## config.mk

```make
export PLATFORM = sky130hd
export DESIGN_NAME = phase_scheduler
export DESIGN_NICKNAME = d
export VERILOG_FILES = /design/src/rtl/phase_scheduler.sv
export SDC_FILE = /design/constraint.sdc
export NUM_CORES = 1
export LEC_CHECK = 0
export CAP_MARGIN = 25
export CORE_MARGIN = 4
export CORE_UTILIZATION = 40
export DETAILED_ROUTE_END_ITERATION = 7
export GPL_TIMING_DRIVEN = 0
export PLACE_DENSITY = 0.61
export SLEW_MARGIN = 10
export SYNTH_ARGS = -nofsm -noshare
export SYNTH_HDL_FRONTEND = slang
export SYNTH_SLANG_ARGS = --single-unit
```

## constraint.sdc

```tcl
create_clock -name clk -period 7.3 [get_ports clk]
set_input_delay 2.19 -clock clk [delete_from_list [all_inputs] [get_ports clk]]
set_output_delay 2.19 -clock clk [all_outputs]
set_load 0.1 [all_outputs]
```

## src/rtl/phase_scheduler.sv

```systemverilog
// phase_scheduler: registered signal-phase sequencer for a four-way intersection.
// Chooses the approach (N/E/S/W) that holds green, runs the pedestrian walk
// phase, and lets emergency vehicles preempt the normal rotation.
// Ports:
//   clk        rising-edge clock
//   reset      synchronous active-low reset
//   sensor     queue density 0..3 per approach, N=[1:0] E=[3:2] S=[5:4] W=[7:6]
//   ped_req    pedestrian requests, bit0=N .. bit3=W
//   emergency  emergency vehicle present (level), same bit order
//   green      per-approach green lamps (one-hot or zero)
//   yellow     per-approach yellow lamps (one-hot or zero)
//   red        per-approach red lamps, ~(green|yellow)
//   walk       walk lamps, nonzero only in WALK
//   phase      ALL_RED=0, GREEN=1, YELLOW=2, WALK=3, EMERG=4
module phase_scheduler #(
    parameter int unsigned GREEN_BASE = 8,
    parameter int unsigned GREEN_EXT  = 4,
    parameter int unsigned YELLOW_T   = 3,
    parameter int unsigned ALLRED_T   = 2,
    parameter int unsigned WALK_T     = 10
) (
    input  logic       clk,
    input  logic       reset,
    input  logic [7:0] sensor,
    input  logic [3:0] ped_req,
    input  logic [3:0] emergency,
    output logic [3:0] green,
    output logic [3:0] yellow,
    output logic [3:0] red,
    output logic [3:0] walk,
    output logic [2:0] phase
);

    localparam int unsigned TIMER_W = 8;
    localparam logic [TIMER_W-1:0] ALLRED_LOAD = TIMER_W'(ALLRED_T - 1);
    localparam logic [TIMER_W-1:0] YELLOW_LOAD = TIMER_W'(YELLOW_T - 1);
    localparam logic [TIMER_W-1:0] WALK_LOAD   = TIMER_W'(WALK_T - 1);

    typedef enum logic [2:0] {
        PH_ALL_RED = 3'd0,
        PH_GREEN   = 3'd1,
        PH_YELLOW  = 3'd2,
        PH_WALK    = 3'd3,
        PH_EMERG   = 3'd4
    } phase_e;

    phase_e               phase_q, phase_d;
    logic [TIMER_W-1:0]   timer_q, timer_d;
    logic [1:0]           cur_q, cur_d;
    logic [1:0]           last_q, last_d;
    logic [3:0][1:0]      age_q, age_d;
    logic [3:0]           ped_pend_q, ped_pend_d;
    logic                 last_walk_q, last_walk_d;
    logic [3:0]           walk_q, walk_d;
    logic [3:0]           green_q, green_d;
    logic [3:0]           yellow_q, yellow_d;
    logic [3:0]           red_q, red_d;

    logic [3:0][2:0]      score;
    logic [2:0]           best;
    logic [1:0]           sel;
    logic [3:0][1:0]      age_upd;
    logic [1:0]           em_idx;
    logic [TIMER_W-1:0]   green_load;

    // Vehicle selection: highest sensor+age, ties broken round-robin from last+1.
    always_comb begin
        for (int i = 0; i < 4; i++) begin
            score[i] = {1'b0, sensor[2*i +: 2]} + {1'b0, age_q[i]};
        end
        sel  = last_q + 2'd1;
        best = score[sel];
        for (int k = 1; k < 4; k++) begin
            if (score[last_q + 2'd1 + 2'(k)] > best) begin
                sel  = last_q + 2'd1 + 2'(k);
                best = score[sel];
            end
        end
        // Served approach restarts aging; waiting queues age up to 3.
        for (int i = 0; i < 4; i++) begin
            if (2'(i) == sel) begin
                age_upd[i] = 2'd0;
            end else if (sensor[2*i +: 2] != 2'd0 && age_q[i] != 2'd3) begin
                age_upd[i] = age_q[i] + 2'd1;
            end else begin
                age_upd[i] = age_q[i];
            end
        end
        green_load = TIMER_W'(GREEN_BASE) - TIMER_W'(1)
                   + TIMER_W'(GREEN_EXT) * {6'd0, sensor[{sel, 1'b0} +: 2]};
    end

    // Lowest-index emergency wins (N > E > S > W).
    always_comb begin
        em_idx = 2'd0;
        for (int i = 3; i >= 0; i--) begin
            if (emergency[i]) begin
                em_idx = 2'(i);
            end
        end
    end

    // Next-state and registered-output decode.
    always_comb begin
        phase_d     = phase_q;
        timer_d     = timer_q;
        cur_d       = cur_q;
        last_d      = last_q;
        age_d       = age_q;
        ped_pend_d  = ped_pend_q | ped_req;
        last_walk_d = last_walk_q;
        walk_d      = walk_q;

        case (phase_q)
            PH_ALL_RED: begin
                if (timer_q != '0) begin
                    timer_d = timer_q - TIMER_W'(1);
                end else if (|emergency) begin
                    phase_d = PH_EMERG;
                    cur_d   = em_idx;
                    timer_d = '0;
                end else if (|ped_pend_q && !last_walk_q) begin
                    // Requests arriving on this edge stay pending for the next walk.
                    phase_d     = PH_WALK;
                    walk_d      = ped_pend_q;
                    ped_pend_d  = ped_req;
                    timer_d     = WALK_LOAD;
                    last_walk_d = 1'b1;
                end else begin
                    phase_d     = PH_GREEN;
                    cur_d       = sel;
                    last_d      = sel;
                    age_d       = age_upd;
                    timer_d     = green_load;
                    last_walk_d = 1'b0;
                end
            end
            PH_GREEN: begin
                if (emergency[cur_q]) begin
                    phase_d = PH_EMERG;
                    timer_d = '0;
                end else if (|emergency || timer_q == '0) begin
                    phase_d = PH_YELLOW;
                    timer_d = YELLOW_LOAD;
                end else begin
                    timer_d = timer_q - TIMER_W'(1);
                end
            end
            PH_YELLOW: begin
                if (timer_q == '0) begin
                    phase_d = PH_ALL_RED;
                    timer_d = ALLRED_LOAD;
                end else begin
                    timer_d = timer_q - TIMER_W'(1);
                end
            end
            PH_WALK: begin
                if (|emergency || timer_q == '0) begin
                    phase_d = PH_ALL_RED;
                    timer_d = ALLRED_LOAD;
                end else begin
                    timer_d = timer_q - TIMER_W'(1);
                end
            end
            PH_EMERG: begin
                if (!emergency[cur_q]) begin
                    phase_d = PH_YELLOW;
                    timer_d = YELLOW_LOAD;
                end
            end
            default: begin
                phase_d = PH_ALL_RED;
                timer_d = ALLRED_LOAD;
            end
        endcase

        if (phase_d != PH_WALK) begin
            walk_d = '0;
        end
        green_d  = (phase_d == PH_GREEN || phase_d == PH_EMERG) ? (4'b0001 << cur_d) : 4'b0000;
        yellow_d = (phase_d == PH_YELLOW) ? (4'b0001 << cur_d) : 4'b0000;
        red_d    = ~(green_d | yellow_d);
    end

    // State and output registers.
    always_ff @(posedge clk) begin
        if (!reset) begin
            phase_q     <= PH_ALL_RED;
            timer_q     <= ALLRED_LOAD;
            cur_q       <= 2'd3;
            last_q      <= 2'd3;
            age_q       <= '0;
            ped_pend_q  <= '0;
            last_walk_q <= 1'b0;
            walk_q      <= '0;
            green_q     <= '0;
            yellow_q    <= '0;
            red_q       <= 4'hF;
        end else begin
            phase_q     <= phase_d;
            timer_q     <= timer_d;
            cur_q       <= cur_d;
            last_q      <= last_d;
            age_q       <= age_d;
            ped_pend_q  <= ped_pend_d;
            last_walk_q <= last_walk_d;
            walk_q      <= walk_d;
            green_q     <= green_d;
            yellow_q    <= yellow_d;
            red_q       <= red_d;
        end
    end

    assign green  = green_q;
    assign yellow = yellow_q;
    assign red    = red_q;
    assign walk   = walk_q;
    assign phase  = phase_q;

endmodule
```

# Word-level counts from Yosys, hierarchy flattened
# Cells that the tools add are included.
# classes
reduce_logical,30
eq_ne,16
addsub,14
bitwise,7
order_cmp,8
mux,56
shifts,2
# ops
cell,count
2-to-1 mux 8 bit,6
2-to-1 mux 2 bit,20
one-hot mux 8 bit (5 select lines),1
2-to-1 mux 3 bit,13
binary-select mux 3 bit (select 2 bit),4
2-to-1 mux 4 bit,6
AND reduction 5 bit,4
nonzero test 2 bit,8
less-than comparator 2 x 3 -> 1 bit (second input constant),5
one-hot mux 3 bit (5 select lines),1
adder 2 x 1 -> 2 bit (second input constant),6
adder 2 x 2 -> 3 bit,4
2-to-1 mux 5 bit,2
!= test 2 bit (second input constant),5
== test 3 x 2 -> 1 bit (second input constant),3
> comparator 3 bit,3
zero test 8 bit,1
OR 4 bit,2
AND reduction 4 bit,2
nonzero test 8 bit,1
OR reduction 4 bit,2
indexed part select 8 x 4 -> 2 bit,1
subtractor 8 x 1 -> 8 bit (second input constant),1
== test 3 x 1 -> 1 bit (second input constant),2
18 further kinds,30
# totals
ff_bits,44
input_bits,18
word_cells,147

# Logic depth before layout (Yosys ltp)
# logic_depth
depth_word,18
ltp_mapped,28
depth_no_buf,28

# Worst setup path after synthesis
# No wires, ideal clock.
# synth_path
path_type,input to register
startpoint,in sensor[6]
endpoint,reg timer_q[3]
n_path_buf,0
t_arrival_ns,7.276
setup_slack_ns,-0.091
t_required_ns,7.185
path_stages,24
cell_sequence,ha_1 inv_1 fa_1 mux2_2 o21ai_0 ha_1 and3_1 a21oi_1 mux2_2 ha_1 and3_1 a21oi_2 nor2_1 a21oi_1 ha_1 a211oi_1 nor2_1 a211o_1 xnor2_1 mux4_2 ha_1 nor2_1 o21ai_0 and2_1
# synth_between
elab_chain_len,15
# synth_rtl
item,line,rtl
"start, declared",24,"input logic [7:0] sensor,"
adder 2 x 2 -> 3 bit,69,"score[i] = {1'b0, sensor[2*i +: 2]} + {1'b0, age_q[i]};"
"binary-select mux 3 bit (select 2 bit), on equally long branches","74, 76, 72",
"2-to-1 mux 3 bit, on equally long branches","74, 76, 72",
> comparator 3 bit,74,if (score[last_q + 2'd1 + 2'(k)] > best) begin
2-to-1 mux 3 bit,74,
> comparator 3 bit,74,
2-to-1 mux 3 bit,74,
> comparator 3 bit,74,
2-to-1 mux 2 bit,74,
indexed part select 8 x 4 -> 2 bit *,90,"+ TIMER_W'(GREEN_EXT) * {6'd0, sensor[{sel, 1'b0} +: 2]};"
adder 3 x 4 -> 5 bit *,90,
2-to-1 mux 5 bit *,122,end else if (|ped_pend_q && !last_walk_q) begin
2-to-1 mux 5 bit *,118,end else if (|emergency) begin
2-to-1 mux 8 bit *,116,if (timer_q != '0) begin
one-hot mux 8 bit (5 select lines) *,114,case (phase_q)
"end signal, assigned",201,timer_q <= timer_d;
"end, declared",48,"logic [TIMER_W-1:0] timer_q, timer_d;"
# Every way passes the cells marked *; elsewhere a longest branch is shown, timed or not. The select of a mux whose other input is x is not followed.
# A chain may end at the register's enable or synchronous reset.

# Worst setup path in the final report
# layout_path
startpoint,in sensor[2]
endpoint,reg timer_q[3]
# The elaborated chain is that of the path after synthesis.

==> flow_metrics.tcl <==
set metrics [dict create \
    hold_buffers 0 \
    tns_ns 0 \
    clock-sinks 44 \
    dp_hpwl_mm 5.96 \
    cap_violations 0 \
    leakagePower_nw 1.66 \
    synth-main-ff-cell "dfxtp_1" \
    power.internal_w 0.000668 \
    p_clk_frac 0.115 \
    cts_tree "yes" \
    synth_top_cell_area_share 0.284 \
    grt_pass1_wl_mm 13.8 \
    avgSynthCellArea_sq_um 8.17 \
    final_util 0.562 \
    status "completed" \
    post_drt_wl_per_cell_um 15.7 \
    cpMostUsedCell "ha_4" \
    die_area_sq_um 9210 \
    insertion_delay_ns 0.30 \
    synth_area_leader_cell "dfxtp_1" \
    cpMaxStageDelayCell "fa_2" \
    pwr_density_cell_nw_per_um2 302 \
    grt_overflow 0 \
    syn_nets 420 \
    die_h_um 96.0 \
    ys_seq_area_frac 0.284 \
    io_buffers 36 \
    ys_types 63 \
    synth_cells 379 \
    hold_violations 0 \
    num-fill-cells 690 \
    clock_path_buffers 2 \
    multi_input_area_sq_um 2390 \
    holdCritPathClass "reg -> reg" \
    drive_gt1_frac 0.256 \
    post_drt_via_cell_ratio 5.44 \
    hold_start "walk[3]$_SDFFE_PP0P_" \
    synth_edf_count 0 \
    fin_crit_ns 7.16 \
    power.total_w 0.00125 \
    num_antenna_cells 0 \
    whs_path_depth 2 \
    cp_max_fo 5 \
    critPathKind "in -> reg" \
    vdd_drop_max_v 0.000196 \
    gp_congestion 0.874 \
    core-area_sq_um 7370 \
    drtIter0Drc 144 \
    fin_crit_sh 0.981 \
    start_kind "input port" \
    numCtsBuffers 5 \
    cts-root-buf "clkbuf_8" \
    syn_area_sq_um 3100 \
    synth-seq-cells 44 \
    stdcell_count 544 \
    synth_warnings 0 \
    fin_worst_skew_ns 0.00826 \
    drcViolationCount 0 \
    reg2reg_slack_ns 1.60 \
    worstPathRequired_ns 7.50 \
    placed_cells 514 \
    power_switching_w 0.000581 \
    slew_viol_final 0 \
    rows 31 \
    slew_headroom 0.348 \
    layout.nets 486 \
    async_flop_share 0 \
    worstMarginPinSlew_ns 0.975 \
    p_sw_frac 0.465 \
    antenna_found_initial 0 \
    io_pins 37 \
    totalWireLength_mm 8.54 \
    worstPathArrival_ns 7.36 \
    max_freq_mhz 140 \
    htreeDepth 2 \
    combPwrFrac 0.635 \
    start_util 0.420 \
    place_ws_ns -1.40 \
    p_seq_frac 0.250 \
    ant_nets 0 \
    clk_pin_slew_ns 0.08 \
    ys_top_cells_by_area "dfxtp_1, ha_1, nand2_1" \
    worstRegToRegCells 25 \
    hold_path_end "walk[3]$_SDFFE_PP0P_" \
    end_kind "flip-flop" \
    slowest_delay_ns 0.45 \
    grt_max_degree 13 \
    vias 2962 \
    grtUsageTotal 0.191 \
    fp.dieW_um 96.0 \
    worst_slack_ns 0.136 \
    reg2reg_to "timer_q[3]$_SDFFE_PN0P_" \
    firstDrtPassIters 4 \
    grt_pass1_vias 2935 \
    area_growth_pct 33.7 \
    setup_viol 0 \
    r2r-start "last_q[0]$_SDFFE_PN1P_" \
    seqCellArea_sq_um 881 \
]
-- per-layer routing --
metal  vias up  track usage  wire, um
met5         -            0         0
met4         0       0.0569       136
met3        14       0.0367       356
met2        60        0.322      4160
met1      1413        0.245      3890
li1       1475            -         -
-- per-stage QoR --
step | hold slack (ns) | cell area [sq um]
6_report | 0.454 | 4140
5_1_grt | 0.490 | 4140
4_1_cts | 0.459 | 3930
3_5_place_dp | 0.447 | 3590
3_3_place_gp | 0.443 | 3590
2_1_floorplan | 0.445 | 3110
-- cell families (layout without fill, tap and decap cells) --
group	count (synthesis)	after routing	share of synthesized area
buffers and inverters	36	102	0.0485
DFF	44	44	0.284
AOI/OAI and AO/OA	88	88	0.191
adders and majority gates	23	23	0.103
xor gates and xnor gates	7	7	0.0198
and+or+nand+nor	160	160	0.275
muxes	21	21	0.0788
-- repair_timing --
item	4_1_cts	5_1_grt
endpoints found under the hold margin	0	0
setup buffers	16	7
resized for setup	51	41
endpoints found under the setup margin	26	9
pin swaps	23	18
-- worst max-delay path, delay by kind of cell --
| family | cells | cell delay, ns |
|---|---|---|
| AO/OA/AOI/OAI | 7 | 1.14 |
| XOR/XNOR | 1 | 0.21 |
| adder cells (fa/ha/maj) | 6 | 1.74 |
| buffers and inverters | 3 | 0.33 |
| multiplexers | 4 | 1.04 |
| AND/OR/NAND/NOR | 6 | 0.68 |
-- registers in the layout (all words and copies together) (netlist names) --
register / flops
red: 4
phase: 3
age_q: 8
ped_pend_q: 4
walk: 4
yellow: 4
last_walk_q: 1
last_q: 2
timer_q: 8
green: 4
cur_q: 2
-- cell usage in the layout (no fill, tap or decap), types with 3 or more instances in the layout --
master and count:
o21ai_0 14, a21oi_4 3, nand2_2 3, inv_1 16
mux2_4 5, a21oi_2 4, o21ai_1 4, a21oi_1 25
fa_2 4, and3_1 3, nor3_1 8, a21o_1 3
ha_1 11, clkbuf_8 5, xnor2_1 3, xnor2_4 3
inv_2 4, ha_2 3, clkbuf_1 11, nand3_1 15
a21boi_0 4, nand2_1 49, nor4_1 3, nor2b_1 6
clkdlybuf4s50_1 28, buf_2 6, dfxtp_1 44, o211ai_1 3
mux2i_2 4, ha_4 5, buf_4 24, mux2i_1 7
nor2_2 3, nor2_1 38, or3_1 3, nand4_1 3
nor2_4 3, o22ai_1 6
-- final cells by class --
cell class | count | share of cell area
inverters | 20 | 0.0181
flip-flops and latches | 44 | 0.213
well taps | 99 | 0.0299
repair buffers | 59 | 0.124
plain buffers | 16 | 0.0181
clock buffers | 6 | 0.0175
clock inverters | 1 | 0.00121
multi-input cells | 299 | 0.578
-- Yosys cell counts (2+ instances only) --
library cell / count
nor3_4: 2
mux2i_1: 12
xnor2_1: 6
and2_1: 3
nor4_1: 3
nor3_1: 8
nand4_1: 3
a221o_1: 2
nor2_1: 43
o21ai_0: 17
a211oi_1: 2
nor4b_4: 2
and3_1: 5
mux2_2: 7
buf_2: 3
a21oi_1: 31
a21boi_0: 4
nor2b_1: 6
nand2_2: 2
inv_1: 20
clkbuf_1: 10
o211ai_1: 3
dfxtp_1: 44
or3_1: 3
a22oi_1: 2
nand3b_1: 2
fa_1: 4
a21o_1: 3
nand3_1: 15
ha_1: 19
o311a_1: 2
and4b_1: 2
or2_2: 2
nand2_1: 50
o21ai_1: 3
o22ai_1: 6
mux4_2: 2
-- worst max-delay path by stage --
stage / startpoint / endpoint / cells past startpoint
after global placement: sensor[4] / timer_q[3]$_SDFFE_PN0P_ / 25
after floorplan: sensor[6] / timer_q[3]$_SDFFE_PN0P_ / 23
after detailed placement: sensor[4] / timer_q[3]$_SDFFE_PN0P_ / 26
final: sensor[2] / timer_q[3]$_SDFFE_PN0P_ / 27
after global routing: sensor[6] / timer_q[3]$_SDFFE_PN0P_ / 26
after CTS: sensor[4] / timer_q[3]$_SDFFE_PN0P_ / 26
-- power by group through the flow --
| stage | registers (W) | clock network, W | logic, W |
|---|---|---|---|
| 5_1_grt | 0.000318 | 0.000158 | 0.000859 |
| 2_1_floorplan | 0.000405 | 0 | 0.000423 |
| 4_1_cts | 0.000312 | 0.000150 | 0.000731 |
| 3_5_place_dp | 0.000317 | 0 | 0.000650 |
| 6_report | 0.000312 | 0.000144 | 0.000793 |
| 3_3_place_gp | 0.000317 | 0 | 0.000643 |
No activity file was read; power rests on OpenSTA's default activity.
